**src/rtl/apb_slave_access_ctrl.sv**
```systemverilog
// APB transfer controller: takes one valid/ready request plus the decoder's one-hot
// select, runs SETUP/ACCESS on that slave and returns a single response pulse.
module apb_slave_access_ctrl #(
    parameter int TIMEOUT = 16,
    parameter int NSLV    = 4
) (
    input  logic                 clk,
    input  logic                 rst_n,
    input  logic                 req_valid,
    output logic                 req_ready,
    input  logic                 req_write,
    input  logic [31:0]          req_addr,
    input  logic [31:0]          req_wdata,
    input  logic [NSLV-1:0]      slave_sel,
    output logic [NSLV-1:0]      psel,
    output logic                 penable,
    output logic                 pwrite,
    output logic [31:0]          paddr,
    output logic [31:0]          pwdata,
    input  logic [NSLV-1:0]      pready,
    input  logic [NSLV-1:0]      pslverr,
    input  logic [32*NSLV-1:0]   prdata,
    output logic                 rsp_valid,
    output logic [31:0]          rsp_rdata,
    output logic                 rsp_err
);

    localparam int CW = $clog2(TIMEOUT) + 1;
    localparam logic [CW-1:0] LAST = (TIMEOUT == 0) ? '0 : CW'(TIMEOUT - 1);

    typedef enum logic [1:0] {IDLE, SETUP, ACCESS, RESP} state_t;

    state_t          r_state;
    state_t          w_next;
    logic [NSLV-1:0] r_sel;
    logic [CW-1:0]   r_cnt;
    logic            w_accept;
    logic            w_selOk;
    logic            w_pready;
    logic            w_pslverr;
    logic            w_timeout;
    logic [31:0]     w_prdata;

    assign w_accept  = req_valid && (r_state == IDLE);
    assign w_selOk   = (slave_sel != '0) && ((slave_sel & (slave_sel - NSLV'(1))) == '0);
    assign w_pready  = |(pready & r_sel);
    assign w_pslverr = |(pslverr & r_sel);
    assign w_timeout = (TIMEOUT != 0) && (r_cnt == LAST);

    // r_sel is one-hot whenever ACCESS is reached, so an OR of masked lanes is a mux
    always_comb begin
        w_prdata = '0;
        for (int i = 0; i < NSLV; i++) begin
            if (r_sel[i]) w_prdata = w_prdata | prdata[32*i +: 32];
        end
    end

    assign req_ready = (r_state == IDLE);
    assign psel      = ((r_state == SETUP) || (r_state == ACCESS)) ? r_sel : '0;
    assign penable   = (r_state == ACCESS);
    assign rsp_valid = (r_state == RESP);

    always_ff @(posedge clk or negedge rst_n) begin
        if (!rst_n) r_state <= IDLE;
        else        r_state <= w_next;
    end

    always_comb begin
        w_next = r_state;
        case (r_state)
            IDLE:    if (req_valid) w_next = w_selOk ? SETUP : RESP;
            SETUP:   w_next = ACCESS;
            ACCESS:  if (w_pready || w_timeout) w_next = RESP;
            RESP:    w_next = IDLE;
            default: w_next = IDLE;
        endcase
    end

    // A bad select answers immediately with an error and never reaches the bus
    always_ff @(posedge clk or negedge rst_n) begin
        if (!rst_n) begin
            paddr     <= '0;
            pwdata    <= '0;
            pwrite    <= 1'b0;
            r_sel     <= '0;
            r_cnt     <= '0;
            rsp_rdata <= '0;
            rsp_err   <= 1'b0;
        end else begin
            case (r_state)
                IDLE: begin
                    if (w_accept) begin
                        paddr  <= req_addr;
                        pwdata <= req_wdata;
                        pwrite <= req_write;
                        r_sel  <= slave_sel;
                        if (!w_selOk) begin
                            rsp_err   <= 1'b1;
                            rsp_rdata <= '0;
                        end
                    end
                end
                SETUP: r_cnt <= '0;
                ACCESS: begin
                    if (w_pready) begin
                        rsp_err   <= w_pslverr;
                        rsp_rdata <= pwrite ? 32'd0 : w_prdata;
                    end else if (w_timeout) begin
                        rsp_err   <= 1'b1;
                        rsp_rdata <= '0;
                    end else begin
                        r_cnt <= r_cnt + CW'(1);
                    end
                end
                default: ;
            endcase
        end
    end

endmodule

```
**config.mk**
```make
export PLATFORM = sky130hd
export DESIGN_NAME = apb_slave_access_ctrl
export DESIGN_NICKNAME = d
export VERILOG_FILES = /design/src/rtl/apb_slave_access_ctrl.sv
export SDC_FILE = /design/constraint.sdc
export NUM_CORES = 1
export LEC_CHECK = 0
export CAP_MARGIN = 30
export CORE_MARGIN = 5
export CORE_UTILIZATION = 38
export CTS_CLUSTER_DIAMETER = 60
export DETAILED_ROUTE_END_ITERATION = 10
export GPL_TIMING_DRIVEN = 0
export PLACE_DENSITY = 0.83
export SLEW_MARGIN = 5
export SYNTH_ARGS = -nofsm -noshare
export SYNTH_HDL_FRONTEND = slang
export SYNTH_SLANG_ARGS = --single-unit
```
**constraint.sdc**
```tcl
create_clock -name clk -period 2.6 [get_ports clk]
set_input_delay 0.52 -clock clk [delete_from_list [all_inputs] [get_ports clk]]
set_output_delay 0.52 -clock clk [all_outputs]
set_load 0.005 [all_outputs]
```
# After elaboration in Yosys (flattened, before gate mapping)
# Cells that the tools add are included.
dict set report totals {
  regBits 109
  in_bits 208
  output_inout_bits 105
  wordCells 65
}
dict set report classes {
  n_addsub 2
  n_eq_ne 11
  mux 23
  bitwise_logic 6
  n_reduce_logical 15
}
# cell n
set op_table {}
lappend op_table {{$mux W32} 9}
lappend op_table {{$or A32 B32 Y32} 3}
lappend op_table {{$pmux W32 S2} 1}
lappend op_table {{$and A4 B4 Y4} 3}
lappend op_table {{$mux W5} 2}
lappend op_table {{$pmux W5 S2} 1}
lappend op_table {{$ne A2 B2 Y1 const B} 4}
lappend op_table {{$pmux W2 S4} 1}
lappend op_table {{$reduce_or A4 Y1} 2}
lappend op_table {{$mux W2} 3}
lappend op_table {{$add A5 B1 Y5 const B} 1}
lappend op_table {{$eq A5 B4 Y1 const B} 1}
lappend op_table {{$eq A2 B2 Y1 const B} 2}
lappend op_table {{$logic_not A4 Y1} 1}
lappend op_table {{$mux W1} 4}
lappend op_table {{$mux W4} 1}
lappend op_table {{$ne A2 B1 Y1 const B} 2}
lappend op_table {{$reduce_and A2 Y1} 2}
lappend op_table {{$reduce_and A4 Y1} 1}
lappend op_table {{$reduce_bool A2 Y1} 2}
lappend op_table {{$reduce_bool A4 Y1} 1}
lappend op_table {{$sub A4 B1 Y4 const B} 1}
lappend op_table {{$ne A3 B1 Y1 const B} 1}
lappend op_table {{$reduce_and A3 Y1} 1}
lappend op_table {{other kinds (5)} 7}

# Logic depth before layout (Yosys ltp)
dict set report depth {
  depth_word 10
  ltp_mapped 9
  ltp_nobuf 6
}

# Worst setup path after synthesis
# No wires, ideal clock.
dict set report synth_timing {
  kind {flip-flop to flip-flop}
  from {reg r_cnt[0]}
  to {reg rsp_rdata[0]}
  setup_time_ps 125
  arrival_time_ps 2152
  required_time_ps 2475
  slack_ps 323
  stages_incl_launch_ff 9
  path_buffers 2
  synth_period_minus_slack_ps 2277
  cell_sequence {dfrtp_1 > ha_1 > and3_1 > ha_1 > o41a_1 > and3_1 > buf_6 > buf_6 > mux2_4}
}
dict set report synth_between {
  elab_chain_cells 3
}
# item line
set synth_lines {}
lappend synth_lines {{from (decl)} 36} ;# logic [CW-1:0] r_cnt;
lappend synth_lines {{from (signal assigned)} 112} ;# r_cnt <= r_cnt + CW'(1);
lappend synth_lines {{$eq A5 B4 Y1} 48} ;# assign w_timeout = (TIMEOUT != 0) && (r_cnt == LAST);
lappend synth_lines {{$ne A3 B1 Y1 (no source line)} n/a}
lappend synth_lines {{$reduce_and A4 Y1 (no source line)} n/a}
lappend synth_lines {{to (signal assigned)} 107} ;# rsp_rdata <= pwrite ? 32'd0 : w_prdata;
lappend synth_lines {{to (decl)} 24} ;# output logic [31:0] rsp_rdata,
# No other way between the ends.
# A chain may end at the register's enable or synchronous reset.

# Worst setup path in the final report
dict set report layout_timing {
  from {reg r_cnt[0]}
  to {reg rsp_rdata[17]}
}
# The elaborated chain is that of the path after synthesis.

==> results.py <==
metrics = {
    "power": {
        "p_leak_nw": 3.68,
        "p_total_mw": 9.66,
        "ir_drop_uv": 540,
        "power_density_nw_per_um2": 1090,
    },
    "setup_path": {
        "crit_chain": "ha_1 > and3_1 > ha_1 > o41a_1 > and3_1 > buf_6 > buf_6 > mux2_4",
        "reg2reg_from": "r_cnt[0]$_DFFE_PN0P_",
        "endpoint_kind": "register",
        "critPathKind": "register to register",
        "cp_slowest_cell": "o41a_1",
        "critPathMaxFanout": 10,
        "crit_required_ps": 2830,
        "reg2regPathDepth": 8,
        "r2r_slack_ps": 130,
        "critPathMaxStageDelay_ps": 480,
        "timing.rr.end": "rsp_rdata[17]$_DFFE_PN0P_",
        "critical_path.startpoint_type": "register",
        "worstPathArrival_ps": 2700,
    },
    "global_routing": {
        "grt_usage_pct": 22.8,
        "grt_max_degree": 57,
        "grt_pass1_wl_um": 29100,
        "gr-total-overflow": 0,
        "grt_pass1_vias": 5256,
        "antenna_found_initial": 0,
    },
    "placed_design": {
        "gp_congestion": 0.937,
        "place_worst_setup_slack_ps": -112,
        "dpl.hpwl_um": 15200,
        "dp_cells": 893,
        "numPortBuffers": 312,
    },
    "drt": {
        "final_antenna_net_count": 0,
        "dr_wl_met3_um": 1560,
        "drt_first_pass_iters": 4,
        "post-route-drc-count": 0,
        "wl_per_cell_um": 21.0,
        "wirelength_met1_um": 6950,
        "wl_met2_um": 9990,
        "vias": 4831,
        "dr.max_layer_used": "met4",
        "via_per_inst": 5.34,
        "wirelength_um": 19000,
        "drt_iter0_markers": 164,
    },
    "synthesis": {
        "synth-compound-area-share_pct": 15.8,
        "synth_top_area_cell": "dfrtp_1",
        "ys_warn_count": 0,
        "ys_types": 35,
        "synth_area_um2": 5220,
        "ys_seq_area_share_pct": 52.3,
        "syn-instance-count": 404,
        "synthAdderAreaFrac_pct": 1.20,
        "synth.area.top_cells": "dfrtp_1 (52%), mux2_2 (16%), a22oi_1 (9.5%)",
        "synth_xor_area_share_pct": 0.168,
        "synth_top_family_by_area": "multiplexers",
        "synth-simple-area-share_pct": 3.07,
        "syn_area_per_cell_um2": 12.9,
        "synth.ff_latch_count": 109,
        "synth.top_cell.area_share_pct": 52.3,
        "syn-num-nets": 617,
        "synth_mux_area_share_pct": 24.1,
    },
    "clock_tree": {
        "htree_levels": 3,
        "cts_tree": "done",
        "clk_latency_ps": 340,
        "cts.sinks": 109,
        "cts.reportedPaths.clkPinSlew_ps": 70,
        "ctsHoldBuffers": 0,
        "clockRootBuffer": "clkbuf_16",
        "cts_setup_buffers": 0,
        "clk_path_buf_depth": 2,
        "cts_made_buffers": 9,
    },
    "cells_and_area": {
        "drive_gt1_share_pct": 17.9,
        "utilization_pct": 66.3,
        "nFillCells": 1024,
        "syn2layout_area_growth_pct": 69.4,
        "nNetsFinal": 936,
        "antenna-diode-count": 0,
        "fin_cells": 904,
    },
    "timing": {
        "finalSetupViolations": 0,
        "min_period_over_period_pct": 95.1,
        "relSlewSlack_pct": 52.2,
        "layout_min_cycle_time_ps": 2470,
        "fmax_mhz": 404,
        "clock-skew-final_ps": 5.06,
        "fin_ws_ps": 126,
        "worst_pin_slew_ps": 716,
        "hold_viol": 0,
        "rsz0062_at_grt": "false",
        "slew_viol_final": 0,
    },
    "floorplanning": {
        "io_pins": 313,
        "core-area_um2": 13300,
        "dieArea_um2": 16200,
        "row_count": 42,
        "floorplan.initialDensity_pct": 39.1,
        "chipWidth_um": 127,
        "die_h_um": 127,
    },
    "job": {
        "cap_violations": 0,
    },
    "min_path": {
        "hp-class": "input pin to asynchronous set/reset pin",
    },
    "run_status": {
        "status": "finished clean",
    },
}
[area by class of cell]
| class | instances | area [um^2] | share of cell area [%] |
|---|---|---|---|
| Timing Repair Buffer | 313 | 3150 | 35.6 |
| Sequential cell | 109 | 2730 | 30.9 |
| Multi-Input combinational cell | 258 | 2320 | 26.2 |
| Clock buffer | 10 | 229 | 2.59 |
| Tap cell | 176 | 220 | 2.49 |
| Buffer | 27 | 144 | 1.63 |
| Clock inverter | 6 | 38.8 | 0.439 |
| Inverter | 5 | 18.8 | 0.212 |
[kinds of logic (layout without fill, tap and decap cells)]
family	Yosys count	in the layout
xor gates and xnor gates	1	1
and+or+nand+nor	29	29
adders and majority gates	5	5
DFF	109	109
muxes	102	102
AOI/OAI and AO/OA	121	121
buffers and inverters	37	361
[worst max path at each step]
stage,start,to,depth (start not counted)
CTS,r_sel[3]$_DFFE_PN0P_,psel[3],3
finish,r_cnt[0]$_DFFE_PN0P_,rsp_rdata[17]$_DFFE_PN0P_,8
floorplan,r_cnt[0]$_DFFE_PN0P_,rsp_rdata[0]$_DFFE_PN0P_,8
global route,r_state[1]$_DFFE_PN0P_,psel[0],4
global placement,rst_n,rsp_rdata[3]$_DFFE_PN0P_,1
detailed placement,req_valid,r_sel[2]$_DFFE_PN0P_,5
[cells in the mapped netlist]
| cell type | count |
|---|---|
| nor2b_1 | 3 |
| nand3b_1 | 1 |
| o221ai_1 | 1 |
| and2_1 | 4 |
| nand3_1 | 3 |
| a22o_1 | 3 |
| ha_1 | 5 |
| mux2_4 | 29 |
| mux2_2 | 72 |
| or3_1 | 1 |
| o22a_1 | 1 |
| buf_1 | 7 |
| a211o_1 | 2 |
| a31oi_1 | 6 |
| buf_2 | 2 |
| o311ai_0 | 1 |
| o211ai_1 | 1 |
| nand2_1 | 3 |
| a221oi_1 | 1 |
| o41a_1 | 1 |
| a21oi_1 | 33 |
| nor2_1 | 6 |
| buf_6 | 5 |
| inv_1 | 5 |
| clkbuf_1 | 18 |
| dfrtp_1 | 109 |
| o21ai_0 | 3 |
| nand2b_1 | 3 |
| nor3_1 | 1 |
| xor2_1 | 1 |
| and3_1 | 2 |
| o31ai_1 | 2 |
| a22oi_1 | 66 |
| mux2i_1 | 1 |
| nor4b_1 | 2 |
[cell usage in the layout (no fill, tap or decap), drive strengths merged, types with 2 or more instances in the layout]
| cell | netlist | layout |
|---|---|---|
| a31oi | 6 | 6 |
| o31ai | 2 | 2 |
| nor4b | 2 | 2 |
| mux2 | 101 | 101 |
| nor2b | 3 | 3 |
| and3 | 2 | 2 |
| o21ai | 3 | 3 |
| clkinvlp | 0 | 2 |
| clkdlybuf4s50 | 0 | 311 |
| nand2 | 3 | 3 |
| nor2 | 6 | 6 |
| ha | 5 | 5 |
| buf | 14 | 16 |
| a211o | 2 | 2 |
| a22oi | 66 | 66 |
| a21oi | 33 | 33 |
| nand3 | 3 | 3 |
| nand2b | 3 | 3 |
| clkinv | 0 | 3 |
| clkbuf | 18 | 23 |
| dfrtp | 109 | 109 |
| and2 | 4 | 4 |
| inv | 5 | 6 |
| a22o | 3 | 3 |
[state kept, by name (all words and copies together), names as in the netlist]
| signal | count |
|---|---|
| paddr | 32 |
| pwdata | 32 |
| pwrite | 1 |
| r_cnt | 5 |
| r_sel | 4 |
| r_state | 2 |
| rsp_err | 1 |
| rsp_rdata | 32 |
[worst max-delay path, delay by kind of cell, from the launching register on]
kind / cells / cell delay [ps]
AO/OA/AOI/OAI: 1 / 480
adder cells (fa/ha/maj): 2 / 460
buffers and inverters: 2 / 300
flip-flops: 1 / 430
multiplexers: 1 / 310
AND/OR/NAND/NOR: 2 / 380
[what timing repair did]
item / in CTS / in global routing
pin swaps: 0 / 0
resized for setup: 2 / 3
setup endpoints to repair: 4 / 14
[metrics by stage]
| step | setup TNS (ps) | instance area, um^2 | hold slack, ps |
|---|---|---|---|
| 2_1_floorplan | 0 | 5220 | 224 |
| 3_3_place_gp | -333020 | 8560 | 487 |
| 3_5_place_dp | -1060 | 8590 | 493 |
| 4_1_cts | 0 | 8840 | 247 |
| 5_1_grt | 0 | 8840 | 279 |
| 6_report | 0 | 8840 | 220 |
[report_power, final]
| part | internal (mW) | leakage (nW) | total, mW | switching [mW] |
|---|---|---|---|---|
| combinational | 3.19 | 2.20 | 5.37 | 2.18 |
| sequential | 2.52 | 1.35 | 3.03 | 0.512 |
| clock | 0.649 | 0.129 | 1.26 | 0.609 |
[layer usage]
layer | track usage, % | up-vias
met4 | 8.14 | 0
met1 | 25.0 | 2407
met2 | 41.9 | 232
met3 | 6.34 | 33
li1 | - | 2159
met5 | 0 | -
(Power assumes the default switching activity.)
